--- config.mk ---
export PLATFORM = sky130hd
export DESIGN_NAME = weigh_ctrl_flat
export DESIGN_NICKNAME = d
export VERILOG_FILES = /design/src/rtl/weigh_ctrl_if.sv /design/src/rtl/weigh_ctrl.sv /design/src/flat_wrapper.sv
export SDC_FILE = /design/constraint.sdc
export NUM_CORES = 1
export LEC_CHECK = 0
export BUFFER_PORTS_ARGS = -buffer_cell sky130_fd_sc_hd__clkbuf_2
export CORE_UTILIZATION = 45
export CTS_CLUSTER_SIZE = 10
export DETAILED_ROUTE_END_ITERATION = 6
export HOLD_SLACK_MARGIN = 0.08
export PLACE_DENSITY = 0.72
export SLEW_MARGIN = 15
export SYNTH_ARGS = -nofsm -noshare
export SYNTH_HDL_FRONTEND = slang
export SYNTH_SLANG_ARGS = --single-unit
--- constraint.sdc ---
create_clock -name clk_50 -period 6 [get_ports clk_50]
set_input_delay 1.2 -clock clk_50 [delete_from_list [all_inputs] [get_ports clk_50]]
set_output_delay 1.2 -clock clk_50 [all_outputs]
set_load 0.005 [all_outputs]
--- src/rtl/weigh_ctrl_if.sv ---
// Signal bundle between the weigh sequencer, the HX711 reader and the host logic.
// The slave modport is the sequencer's view; master is the surrounding logic.
interface weigh_ctrl_if;
  logic        meas_req;
  logic        tare_req;
  logic        pwr_down;
  logic        rd_start;
  logic [1:0]  rd_gain;
  logic        rd_pwrdn;
  logic        rd_done;
  logic [23:0] rd_data;
  logic [23:0] weight;
  logic        weight_valid;
  logic        tare_done;
  logic        busy;
  logic        err_timeout;

  modport slave (
    input  meas_req, tare_req, pwr_down, rd_done, rd_data,
    output rd_start, rd_gain, rd_pwrdn, weight, weight_valid, tare_done, busy, err_timeout
  );

  modport master (
    output meas_req, tare_req, pwr_down, rd_done, rd_data,
    input  rd_start, rd_gain, rd_pwrdn, weight, weight_valid, tare_done, busy, err_timeout
  );
endinterface

--- src/rtl/weigh_ctrl.sv ---
// HX711 measurement sequencer: wake/settle, first-sample discard, 2^AVG_LOG2 averaging,
// tare offset and saturated signed weight output.
module weigh_ctrl #(
  parameter int         AVG_LOG2    = 3,
  parameter int         SETTLE_CYC  = 20_000_000,
  parameter int         TIMEOUT_CYC = 10_000_000,
  parameter logic [1:0] GAIN_SEL    = 2'd0
) (
  input  logic         clk_50,
  input  logic         rst,
  weigh_ctrl_if.slave  bus
);
  localparam int DATA_W = 24;
  localparam int SUM_W  = DATA_W + AVG_LOG2;
  localparam int CNT_W  = AVG_LOG2 + 1;
  localparam int TMR_W  = 32;
  localparam logic [CNT_W-1:0] CNT_LAST    = CNT_W'((1 << AVG_LOG2) - 1);
  localparam logic [TMR_W-1:0] SETTLE_LAST = TMR_W'(SETTLE_CYC - 1);
  localparam logic [TMR_W-1:0] TMO_LAST    = TMR_W'(TIMEOUT_CYC - 1);

  typedef enum logic [2:0] {
    S_PWRDN, S_WAKE, S_IDLE, S_START, S_WAIT, S_ACCUM, S_CALC
  } state_e;

  state_e                    state_q, state_d;
  logic [TMR_W-1:0]          tmr_q;
  logic [CNT_W-1:0]          cnt_q;
  logic                      discard_q;
  logic                      tare_mode_q;
  logic                      rd_start_q;
  logic                      rd_pwrdn_q;
  logic                      busy_q;
  logic                      weight_valid_q;
  logic                      tare_done_q;
  logic                      err_q;
  logic signed [DATA_W-1:0]  sample_q;
  logic signed [DATA_W-1:0]  weight_q;
  logic signed [DATA_W-1:0]  offset_q;
  logic signed [SUM_W-1:0]   sum_q;
  logic signed [DATA_W-1:0]  avg;
  logic signed [DATA_W-1:0]  meas_w;

  // Arithmetic shift floors toward -inf; the mean of 24-bit samples always fits 24 bits.
  function automatic logic signed [DATA_W-1:0] avg_of(input logic signed [SUM_W-1:0] s);
    logic signed [SUM_W-1:0] sh;
    sh = s >>> AVG_LOG2;
    return sh[DATA_W-1:0];
  endfunction

  function automatic logic signed [DATA_W-1:0] sat_diff(input logic signed [DATA_W-1:0] a,
                                                         input logic signed [DATA_W-1:0] b);
    logic signed [DATA_W:0] d;
    d = (DATA_W+1)'(a) - (DATA_W+1)'(b);
    if (d[DATA_W] != d[DATA_W-1]) begin
      return d[DATA_W] ? {1'b1, {(DATA_W-1){1'b0}}} : {1'b0, {(DATA_W-1){1'b1}}};
    end
    return d[DATA_W-1:0];
  endfunction

  always_comb begin
    avg    = avg_of(sum_q);
    meas_w = sat_diff(avg, offset_q);
  end

  always_comb begin
    state_d = state_q;
    unique case (state_q)
      S_PWRDN: if (!bus.pwr_down) state_d = S_WAKE;
      S_WAKE:  if (tmr_q == SETTLE_LAST) state_d = S_IDLE;
      S_IDLE: begin
        if (bus.pwr_down)                         state_d = S_PWRDN;
        else if (bus.tare_req || bus.meas_req)    state_d = S_START;
      end
      S_START: state_d = S_WAIT;
      S_WAIT: begin
        if (bus.rd_done)             state_d = S_ACCUM;
        else if (tmr_q >= TMO_LAST)  state_d = S_IDLE;
      end
      S_ACCUM: state_d = (!discard_q && cnt_q == CNT_LAST) ? S_CALC : S_START;
      S_CALC:  state_d = S_IDLE;
      default: state_d = S_PWRDN;
    endcase
  end

  always_ff @(posedge clk_50) begin
    if (rst) begin
      state_q        <= S_PWRDN;
      tmr_q          <= '0;
      cnt_q          <= '0;
      discard_q      <= 1'b0;
      tare_mode_q    <= 1'b0;
      rd_start_q     <= 1'b0;
      rd_pwrdn_q     <= 1'b1;
      busy_q         <= 1'b0;
      weight_valid_q <= 1'b0;
      tare_done_q    <= 1'b0;
      err_q          <= 1'b0;
      weight_q       <= '0;
      offset_q       <= '0;
    end else begin
      // Status outputs are registered from the next state so they line up with state_q.
      state_q        <= state_d;
      rd_pwrdn_q     <= (state_d == S_PWRDN);
      busy_q         <= !(state_d inside {S_IDLE, S_PWRDN});
      rd_start_q     <= (state_d == S_START);
      weight_valid_q <= 1'b0;
      tare_done_q    <= 1'b0;
      unique case (state_q)
        S_PWRDN: tmr_q <= '0;
        S_WAKE: begin
          tmr_q <= tmr_q + TMR_W'(1);
          if (state_d == S_IDLE) discard_q <= 1'b1;
        end
        S_IDLE: begin
          if (state_d == S_START) begin
            err_q       <= 1'b0;
            sum_q       <= '0;
            cnt_q       <= '0;
            tare_mode_q <= bus.tare_req;
          end
        end
        S_START: tmr_q <= '0;
        S_WAIT: begin
          tmr_q <= tmr_q + TMR_W'(1);
          if (bus.rd_done)              sample_q <= $signed(bus.rd_data);
          else if (state_d == S_IDLE)   err_q    <= 1'b1;
        end
        S_ACCUM: begin
          if (discard_q) begin
            discard_q <= 1'b0;
          end else begin
            sum_q <= sum_q + SUM_W'(sample_q);
            cnt_q <= cnt_q + CNT_W'(1);
          end
        end
        S_CALC: begin
          if (tare_mode_q) begin
            offset_q    <= avg;
            tare_done_q <= 1'b1;
          end else begin
            weight_q       <= meas_w;
            weight_valid_q <= 1'b1;
          end
        end
        default: ;
      endcase
    end
  end

  assign bus.rd_start     = rd_start_q;
  assign bus.rd_gain      = GAIN_SEL;
  assign bus.rd_pwrdn     = rd_pwrdn_q;
  assign bus.weight       = weight_q;
  assign bus.weight_valid = weight_valid_q;
  assign bus.tare_done    = tare_done_q;
  assign bus.busy         = busy_q;
  assign bus.err_timeout  = err_q;
endmodule
--- src/flat_wrapper.sv ---
// flat-port wrapper written by rule: the top's interface ports become plain ports
module weigh_ctrl_flat 
#(
  parameter int         AVG_LOG2    = 3,
  parameter int         SETTLE_CYC  = 20_000_000,
  parameter int         TIMEOUT_CYC = 10_000_000,
  parameter logic [1:0] GAIN_SEL    = 2'd0
)
  (clk_50, rst, bus_meas_req, bus_tare_req, bus_pwr_down, bus_rd_done, bus_rd_data, bus_rd_start, bus_rd_gain, bus_rd_pwrdn, bus_weight, bus_weight_valid, bus_tare_done, bus_busy, bus_err_timeout);
  weigh_ctrl_if bus_i ();
  input  logic clk_50;
  input  logic rst;
  input wire logic [$bits(bus_i.meas_req)-1:0] bus_meas_req;
  input wire logic [$bits(bus_i.tare_req)-1:0] bus_tare_req;
  input wire logic [$bits(bus_i.pwr_down)-1:0] bus_pwr_down;
  input wire logic [$bits(bus_i.rd_done)-1:0] bus_rd_done;
  input wire logic [$bits(bus_i.rd_data)-1:0] bus_rd_data;
  output wire logic [$bits(bus_i.rd_start)-1:0] bus_rd_start;
  output wire logic [$bits(bus_i.rd_gain)-1:0] bus_rd_gain;
  output wire logic [$bits(bus_i.rd_pwrdn)-1:0] bus_rd_pwrdn;
  output wire logic [$bits(bus_i.weight)-1:0] bus_weight;
  output wire logic [$bits(bus_i.weight_valid)-1:0] bus_weight_valid;
  output wire logic [$bits(bus_i.tare_done)-1:0] bus_tare_done;
  output wire logic [$bits(bus_i.busy)-1:0] bus_busy;
  output wire logic [$bits(bus_i.err_timeout)-1:0] bus_err_timeout;
  assign bus_i.meas_req = bus_meas_req;
  assign bus_i.tare_req = bus_tare_req;
  assign bus_i.pwr_down = bus_pwr_down;
  assign bus_i.rd_done = bus_rd_done;
  assign bus_i.rd_data = bus_rd_data;
  assign bus_rd_start = bus_i.rd_start;
  assign bus_rd_gain = bus_i.rd_gain;
  assign bus_rd_pwrdn = bus_i.rd_pwrdn;
  assign bus_weight = bus_i.weight;
  assign bus_weight_valid = bus_i.weight_valid;
  assign bus_tare_done = bus_i.tare_done;
  assign bus_busy = bus_i.busy;
  assign bus_err_timeout = bus_i.err_timeout;
  weigh_ctrl #(.AVG_LOG2(AVG_LOG2), .SETTLE_CYC(SETTLE_CYC), .TIMEOUT_CYC(TIMEOUT_CYC), .GAIN_SEL(GAIN_SEL)) u_core (.clk_50(clk_50), .rst(rst), .bus(bus_i));
endmodule
==> results of run 1 <==
layer usage:
layer,up-vias,track usage,routed length (um)
li1,3367,-,-
met1,2965,0.2475,8499
met2,96,0.3076,7999
met3,19,0.04301,558
met4,0,0.05848,215
met5,-,0,0
cell families after synthesis:
kind of cell | after synthesis | share of synthesized area
and+or+nand+nor | 327 | 0.1859
AOI/OAI and AO/OA | 217 | 0.1804
DFF | 146 | 0.4048
buffers and inverters | 84 | 0.04249
adders and majority gates | 77 | 0.1118
xor gates and xnor gates | 62 | 0.06403
muxes | 6 | 0.01003
other | 1 | 0.0004422
worst paths after layout:
path / to / slack (ns) / cells past startpoint
worst max-delay path: u_core.bus.weight[10] / 2.65 / 12
worst min-delay path: u_core.offset_q[19] / 0.45 / 2
worst max register to register: u_core.bus.weight[10] / 2.65 / 12
worst min register to register: u_core.offset_q[19] / 0.45 / 2
metrics by stage:
stage	power, W	hold slack, ns	setup slack, ns
floorplan	0.001065	0.4363	1.766
global placement	0.001080	0.4418	2.735
detailed placement	0.001080	0.4478	2.638
CTS	0.002162	0.4564	2.636
global route	0.002209	0.4738	2.471
finish	0.002140	0.4537	2.647
cell type report:
class / instances / area share
flip-flops and latches: 146 / 0.3591
well taps: 229 / 0.02997
clock buffers: 22 / 0.05640
repair buffers: 64 / 0.03612
inverters: 43 / 0.01688
multi-input cells: 691 / 0.4932
clock inverters: 10 / 0.008375
flip-flops by register name (all words and copies together), names as in the netlist:
name and count:
u_core.bus.weight 24, u_core.sum_q 27, u_core.bus.busy 1, u_core.tmr_q 32, u_core.offset_q 24, u_core.bus.rd_pwrdn 1, u_core.state_q 3, u_core.bus.weight_valid 1
u_core.cnt_q 4, u_core.tare_mode_q 1, u_core.discard_q 1, u_core.bus.rd_start 1, u_core.bus.tare_done 1, u_core.sample_q 24, u_core.bus.err_timeout 1
cells in the final DEF, fill, tap and decap left out, drive strengths merged, types with 4 or more instances in the layout:
master / count
nor3: 16
o211ai: 7
a21boi: 4
xor2: 39
o21a: 10
and3: 9
nand2: 94
o31a: 5
nor2: 114
inv: 48
and2: 4
clkbuf: 81
a31oi: 7
o21ai: 28
or2: 4
xnor2: 23
maj3: 23
buf: 5
and4: 4
nand4: 16
a21oi: 72
mux2i: 6
dfxtp: 95
nor2b: 8
or4: 4
a211oi: 25
o21bai: 6
ha: 52
nand2b: 13
or3: 9
a21o: 29
nand3: 19
edfxtp: 51
clkinv: 4
Yosys cell counts (5+ instances only):
master / n / share of area
inv_1: 43 / 0.019
or3_1: 9 / 0.0066
o21a_1: 10 / 0.0089
nor3_1: 15 / 0.0089
nor2_1: 113 / 0.050
buf_6: 5 / 0.0066
ha_1: 52 / 0.077
a21oi_1: 71 / 0.042
nand2b_1: 13 / 0.0096
and3_1: 9 / 0.0066
nand4_1: 14 / 0.010
a211oi_1: 11 / 0.0097
o31a_1: 5 / 0.0052
edfxtp_1: 51 / 0.18
clkbuf_1: 32 / 0.014
xor2_1: 39 / 0.040
a211oi_2: 14 / 0.021
dfxtp_1: 95 / 0.22
o21ai_0: 24 / 0.014
nand2_1: 92 / 0.041
o211ai_1: 6 / 0.0053
nand3_1: 19 / 0.011
o21bai_1: 6 / 0.0053
nor2b_1: 8 / 0.0059
xnor2_1: 23 / 0.024
a21o_1: 29 / 0.026
maj3_2: 22 / 0.029
a31oi_1: 6 / 0.0044
power by group:
part / switching [W] / internal, W / leakage [nW]
sequential: 0.00000268 / 0.00102 / 1.23
combinational: 0.0000212 / 0.0000129 / 2.05
clock: 0.000436 / 0.000646 / 0.305
worst reg2reg max path, stage by stage (launching register included):
cell and delay, ns:
edfxtp_1 0.43, inv_1 0.08, ha_1 0.17, fa_1 0.22, nor2b_1 0.07, o31a_1 0.31
o311ai_4 0.35, and3_1 0.21, o21ai_1 0.06, a21o_1 0.22, mux2i_4 0.67, maj3_2 0.36
a211oi_2 0.07
==> flow_metrics.env, run 1 <==
export IMPL_clkTransAtPathRegs_ns=0.06
export IMPL_cp_top_family="compound AO/OA/AOI/OAI gates"
export IMPL_synth_ff_type="dfxtp_1"
export IMPL_hp_start="u_core.offset_q[19]"
export IMPL_diodes=0
export IMPL_power_density_nw_per_um2=223.8
export IMPL_required_ns=6.29
export IMPL_nNetsFinal=1047
export IMPL_tritoncts="yes"
export IMPL_crit_type="register to register"
export IMPL_insertion_delay_ns=0.43
export IMPL_ioPinCount=62
export IMPL_area_growth_syn_to_layout_pct=12.75
export IMPL_crit_slowest_cell="mux2i_4"
export IMPL_portBuffers=59
export IMPL_avgSynthCellArea_um2=9.218
export IMPL_cpPeakStageDelay_ns=0.67
export IMPL_critPathLaunchType="register"
export IMPL_start_util=0.4657
export IMPL_drt_antenna_violating_nets=0
export IMPL_cp_max_fo=24
export IMPL_fin_util=0.5251
export IMPL_drc=0
export IMPL_drt_wl_total_mm=17.27
export IMPL_synth_edf_count=51
export IMPL_gp_congestion=0.8681
export IMPL_dpl_cell_area_um2=8922
export IMPL_grt_usage=0.1885
export IMPL_cts_hold_buf=0
export IMPL_grt_setup_unrepaired="no"
export IMPL_hold_viol=0
export IMPL_yosysWarnings=0
export IMPL_grt_max_degree=50
export IMPL_cp_startpoint="u_core.sum_q[3]"
export IMPL_cts_sinks=146
export IMPL_period_minus_slack_ns=3.353
export IMPL_worstReg2RegStart="u_core.sum_q[3]"
export IMPL_critPathCaptureType="register"
export IMPL_avgViaCountPerCell=5.350
export IMPL_rows=49
export IMPL_hpwl_mm=12.52
export IMPL_grt_first_pass_wirelength_mm=29.65
export IMPL_dieArea_um2=19400
export IMPL_grt_pass1_vias=6211
export IMPL_synth_seq_cells=146
export IMPL_synthCells=920
export IMPL_worstMarginPinSlew_ns=1.007
export IMPL_ys_seq_area_frac=0.4048
export IMPL_postLayoutCellArea_um2=9562
export IMPL_critPathBufInv=1
export IMPL_ys_types=78
export IMPL_drv_cap=0
export IMPL_final_cells=1205
export IMPL_htree_num_levels=4
export IMPL_die_y_um=139.3
export IMPL_relSlewSlack=0.3269
export IMPL_cts_buffers=17
export IMPL_drive_gt1_frac=0.1639
export IMPL_postCtsSetupRepairBufs=0
export IMPL_tns_ns=0
export IMPL_gr_total_overflow=0
export IMPL_clk_path_buf_depth=2
export IMPL_leakage_nw=3.590
export IMPL_async_reset_ff_frac=0
export IMPL_dp_cells=1172
export IMPL_drtIter0Drc=317
export IMPL_status="finished clean"
export IMPL_cp_cell_sequence="inv_1, ha_1, fa_1, nor2b_1, o31a_1, o311ai_4, and3_1, o21ai_1, a21o_1, mux2i_4, maj3_2, a211oi_2"
export IMPL_min_path_type="register to register"
export IMPL_root_buffer="clkbuf_16"
export IMPL_critPathArrivalTime_ns=3.64
export IMPL_multiInputGateArea_um2=4716
export IMPL_die_w_um=139.3
export IMPL_maxSlewViolCount=0
export IMPL_register_area_um2=3433
export IMPL_synth_area_um2=8481
export IMPL_cts_resized=0
export IMPL_antenna_found_initial=0
export IMPL_core_area_um2=18210
export IMPL_finalClockSkew_ns=0.005708
export IMPL_fmax_mhz=298.2
export IMPL_finalCritPeriodShare=0.5589
export IMPL_via_count=6447
export IMPL_vdd_ir_drop_worst_v=0.0002124
export IMPL_post_drt_wl_per_cell_um=14.33
export IMPL_fillers=1669
export IMPL_finalSetupViolCount=0
export IMPL_first_pass_iters=5
(Power assumes the default switching activity.)
==> run 2: changes to the inputs <==
Clock period 6 ns to 3.1 ns, I/O delays scaled along.
==> flow_metrics.env, run 2 (synthesis gave the netlist of run 1 again) <==
export IMPL_status="finished clean"
export IMPL_dpl_cell_area_um2=9032
export IMPL_post_drt_wl_per_cell_um=14.78
export IMPL_relSlewSlack=0.5698
export IMPL_hold_path_endpoint="u_core.sample_q[1]"
export IMPL_portBuffers=59
export IMPL_hold_viol=0
export IMPL_drive_gt1_frac=0.1847
export IMPL_rows=49
export IMPL_fin_util=0.5351
export IMPL_die_w_um=139.3
export IMPL_cts_sinks=146
export IMPL_insertion_delay_ns=0.43
export IMPL_finalClockSkew_ns=0.009454
export IMPL_rrSetupSlack_ns=0.03
export IMPL_cp_cell_sequence="ha_4, nor2b_2, o31a_1, o311ai_4, nand4_1, a2111oi_2, nor2_1, xnor2_1, maj3_2, a211oi_2"
export IMPL_grt_first_pass_wirelength_mm=29.92
export IMPL_area_growth_syn_to_layout_pct=14.90
export IMPL_clkTransAtPathRegs_ns=0.06
export IMPL_vdd_ir_drop_worst_v=0.0004453
export IMPL_critPathBufInv=0
export IMPL_r2r_cells=10
export IMPL_power_density_nw_per_um2=422.6
export IMPL_final_cell_mix="nor2_1 (112), dfxtp_1 (95), nand2_1 (92)"
export IMPL_hpwl_mm=12.54
export IMPL_period_minus_slack_ns=3.066
export IMPL_hp_start="bus_rd_data[1]"
export IMPL_cts_buffers=17
export IMPL_reg2reg_to="u_core.bus.weight[22]"
export IMPL_critPathLaunchType="register"
export IMPL_fmax_mhz=326.2
export IMPL_hold_depth=1
export IMPL_worstReg2RegStart="u_core.sum_q[5]"
export IMPL_drv_cap=0
export IMPL_nNetsFinal=1062
export IMPL_root_buffer="clkbuf_16"
export IMPL_cpPeakStageDelay_ns=0.49
export IMPL_gp_congestion=0.8557
export IMPL_grt_usage=0.1885
export IMPL_cp_top_family="compound AO/OA/AOI/OAI gates"
export IMPL_drt_antenna_violating_nets=0
export IMPL_largest_register_ffs=32
export IMPL_dpl_worst_slack_ns=0.06497
export IMPL_drc=0
export IMPL_postLayoutCellArea_um2=9744
export IMPL_maxSlewViolCount=0
export IMPL_die_y_um=139.3
export IMPL_clk_path_buf_depth=2
export IMPL_worst_slack_ns=0.03441
export IMPL_core_area_um2=18210
export IMPL_leakage_nw=3.661
export IMPL_start_util=0.4657
export IMPL_critPathCaptureType="register"
export IMPL_first_pass_iters=5
export IMPL_finalCritPeriodShare=0.9889
export IMPL_grt_setup_unrepaired="yes"
export IMPL_crit_type="register to register"
export IMPL_p_total_w=0.004118
export IMPL_register_area_um2=3433
export IMPL_worstMarginPinSlew_ns=0.6453
export IMPL_grt_max_degree=51
export IMPL_finalSetupViolCount=0
export IMPL_dieArea_um2=19400
export IMPL_crit_slowest_cell="edfxtp_1"
export IMPL_antenna_found_initial=0
export IMPL_required_ns=3.44
export IMPL_grt_pass1_vias=6150
export IMPL_reg_top3="u_core.tmr_q (32), u_core.sum_q (27)"
export IMPL_final_common_cell="nor2_1"
export IMPL_drtIter0Drc=459
export IMPL_tritoncts="yes"
export IMPL_multiInputGateArea_um2=4813
export IMPL_min_path_type="primary input to register"
export IMPL_avgViaCountPerCell=5.466
export IMPL_htree_num_levels=4
export IMPL_critPathArrivalTime_ns=3.40
export IMPL_ioPinCount=62
export IMPL_via_count=6668
export IMPL_drt_wl_total_mm=18.03
export IMPL_gr_total_overflow=0
export IMPL_cp_max_fo=4
export IMPL_diodes=0
export IMPL_largest_register="u_core.tmr_q"
export IMPL_fillers=1637
## run 2: power by group
part	total (W)	switching [W]	internal [W]
Clock	0.00207	0.000819	0.00125
Sequential	0.00198	0.00000497	0.00198
Combinational	0.0000659	0.0000401	0.0000258
Total	0.00412	0.000864	0.00325
## run 2: worst register-to-register path, delay by kind of cell (launching register included)
family	cells	cell delay, ns
adder cells (fa/ha/maj)	2	0.62
XOR/XNOR	1	0.14
AND/OR/NAND/NOR	3	0.47
flip-flops	1	0.49
AO/OA/AOI/OAI	4	1.28
## run 2: final cells by class
| cell class | instances | share of cell area |
|---|---|---|
| Clock buffer | 22 | 0.05213 |
| Clock inverter | 10 | 0.009373 |
| Inverter | 43 | 0.01656 |
| Multi-Input combinational cell | 692 | 0.4940 |
| Sequential cell | 146 | 0.3523 |
| Tap cell | 229 | 0.02940 |
| Timing Repair Buffer | 78 | 0.04622 |
## run 2: how the worst max path moves through the flow
| stage | cells past startpoint | startpoint | slack (ns) | endpoint |
|---|---|---|---|---|
| after global placement | 10 | u_core.sum_q[5] | 0.1 | u_core.bus.weight[22] |
| after detailed placement | 9 | u_core.sum_q[4] | 0.06 | u_core.sum_q[22] |
| final | 10 | u_core.sum_q[5] | 0.03 | u_core.bus.weight[22] |
| after floorplan | 5 | bus_pwr_down | 0.10 | u_core.sum_q[0] |
| after global routing | 12 | u_core.sum_q[3] | -0.13 | u_core.bus.weight[22] |
| after CTS | 10 | u_core.sum_q[5] | 0.04 | u_core.bus.weight[22] |
## run 2: per-layer routing
| layer | routed length (um) | track usage | up-vias |
|---|---|---|---|
| met1 | 8969 | 0.2668 | 3093 |
| met4 | 369 | 0.06316 | 0 |
| li1 | - | - | 3403 |
| met5 | 0 | 0 | - |
| met2 | 7925 | 0.2851 | 144 |
| met3 | 769 | 0.03889 | 28 |
## run 2: repair_timing
item / 4_1_cts / 5_1_grt
buffers inserted: 0 / 2
hold buffers: 0 / 0
gates resized for setup: 0 / 17
endpoints found under the setup margin: 0 / 34
## run 2: stage by stage
stage                     setup TNS [ns]  cells  hold slack, ns
after detailed placement               0   1185          0.4481
after global routing             -0.1309   1220          0.3618
after floorplan                        0    921          0.4363
after CTS                              0   1217          0.3565
after global placement                 0   1185          0.4417
final                                  0   1220          0.3694
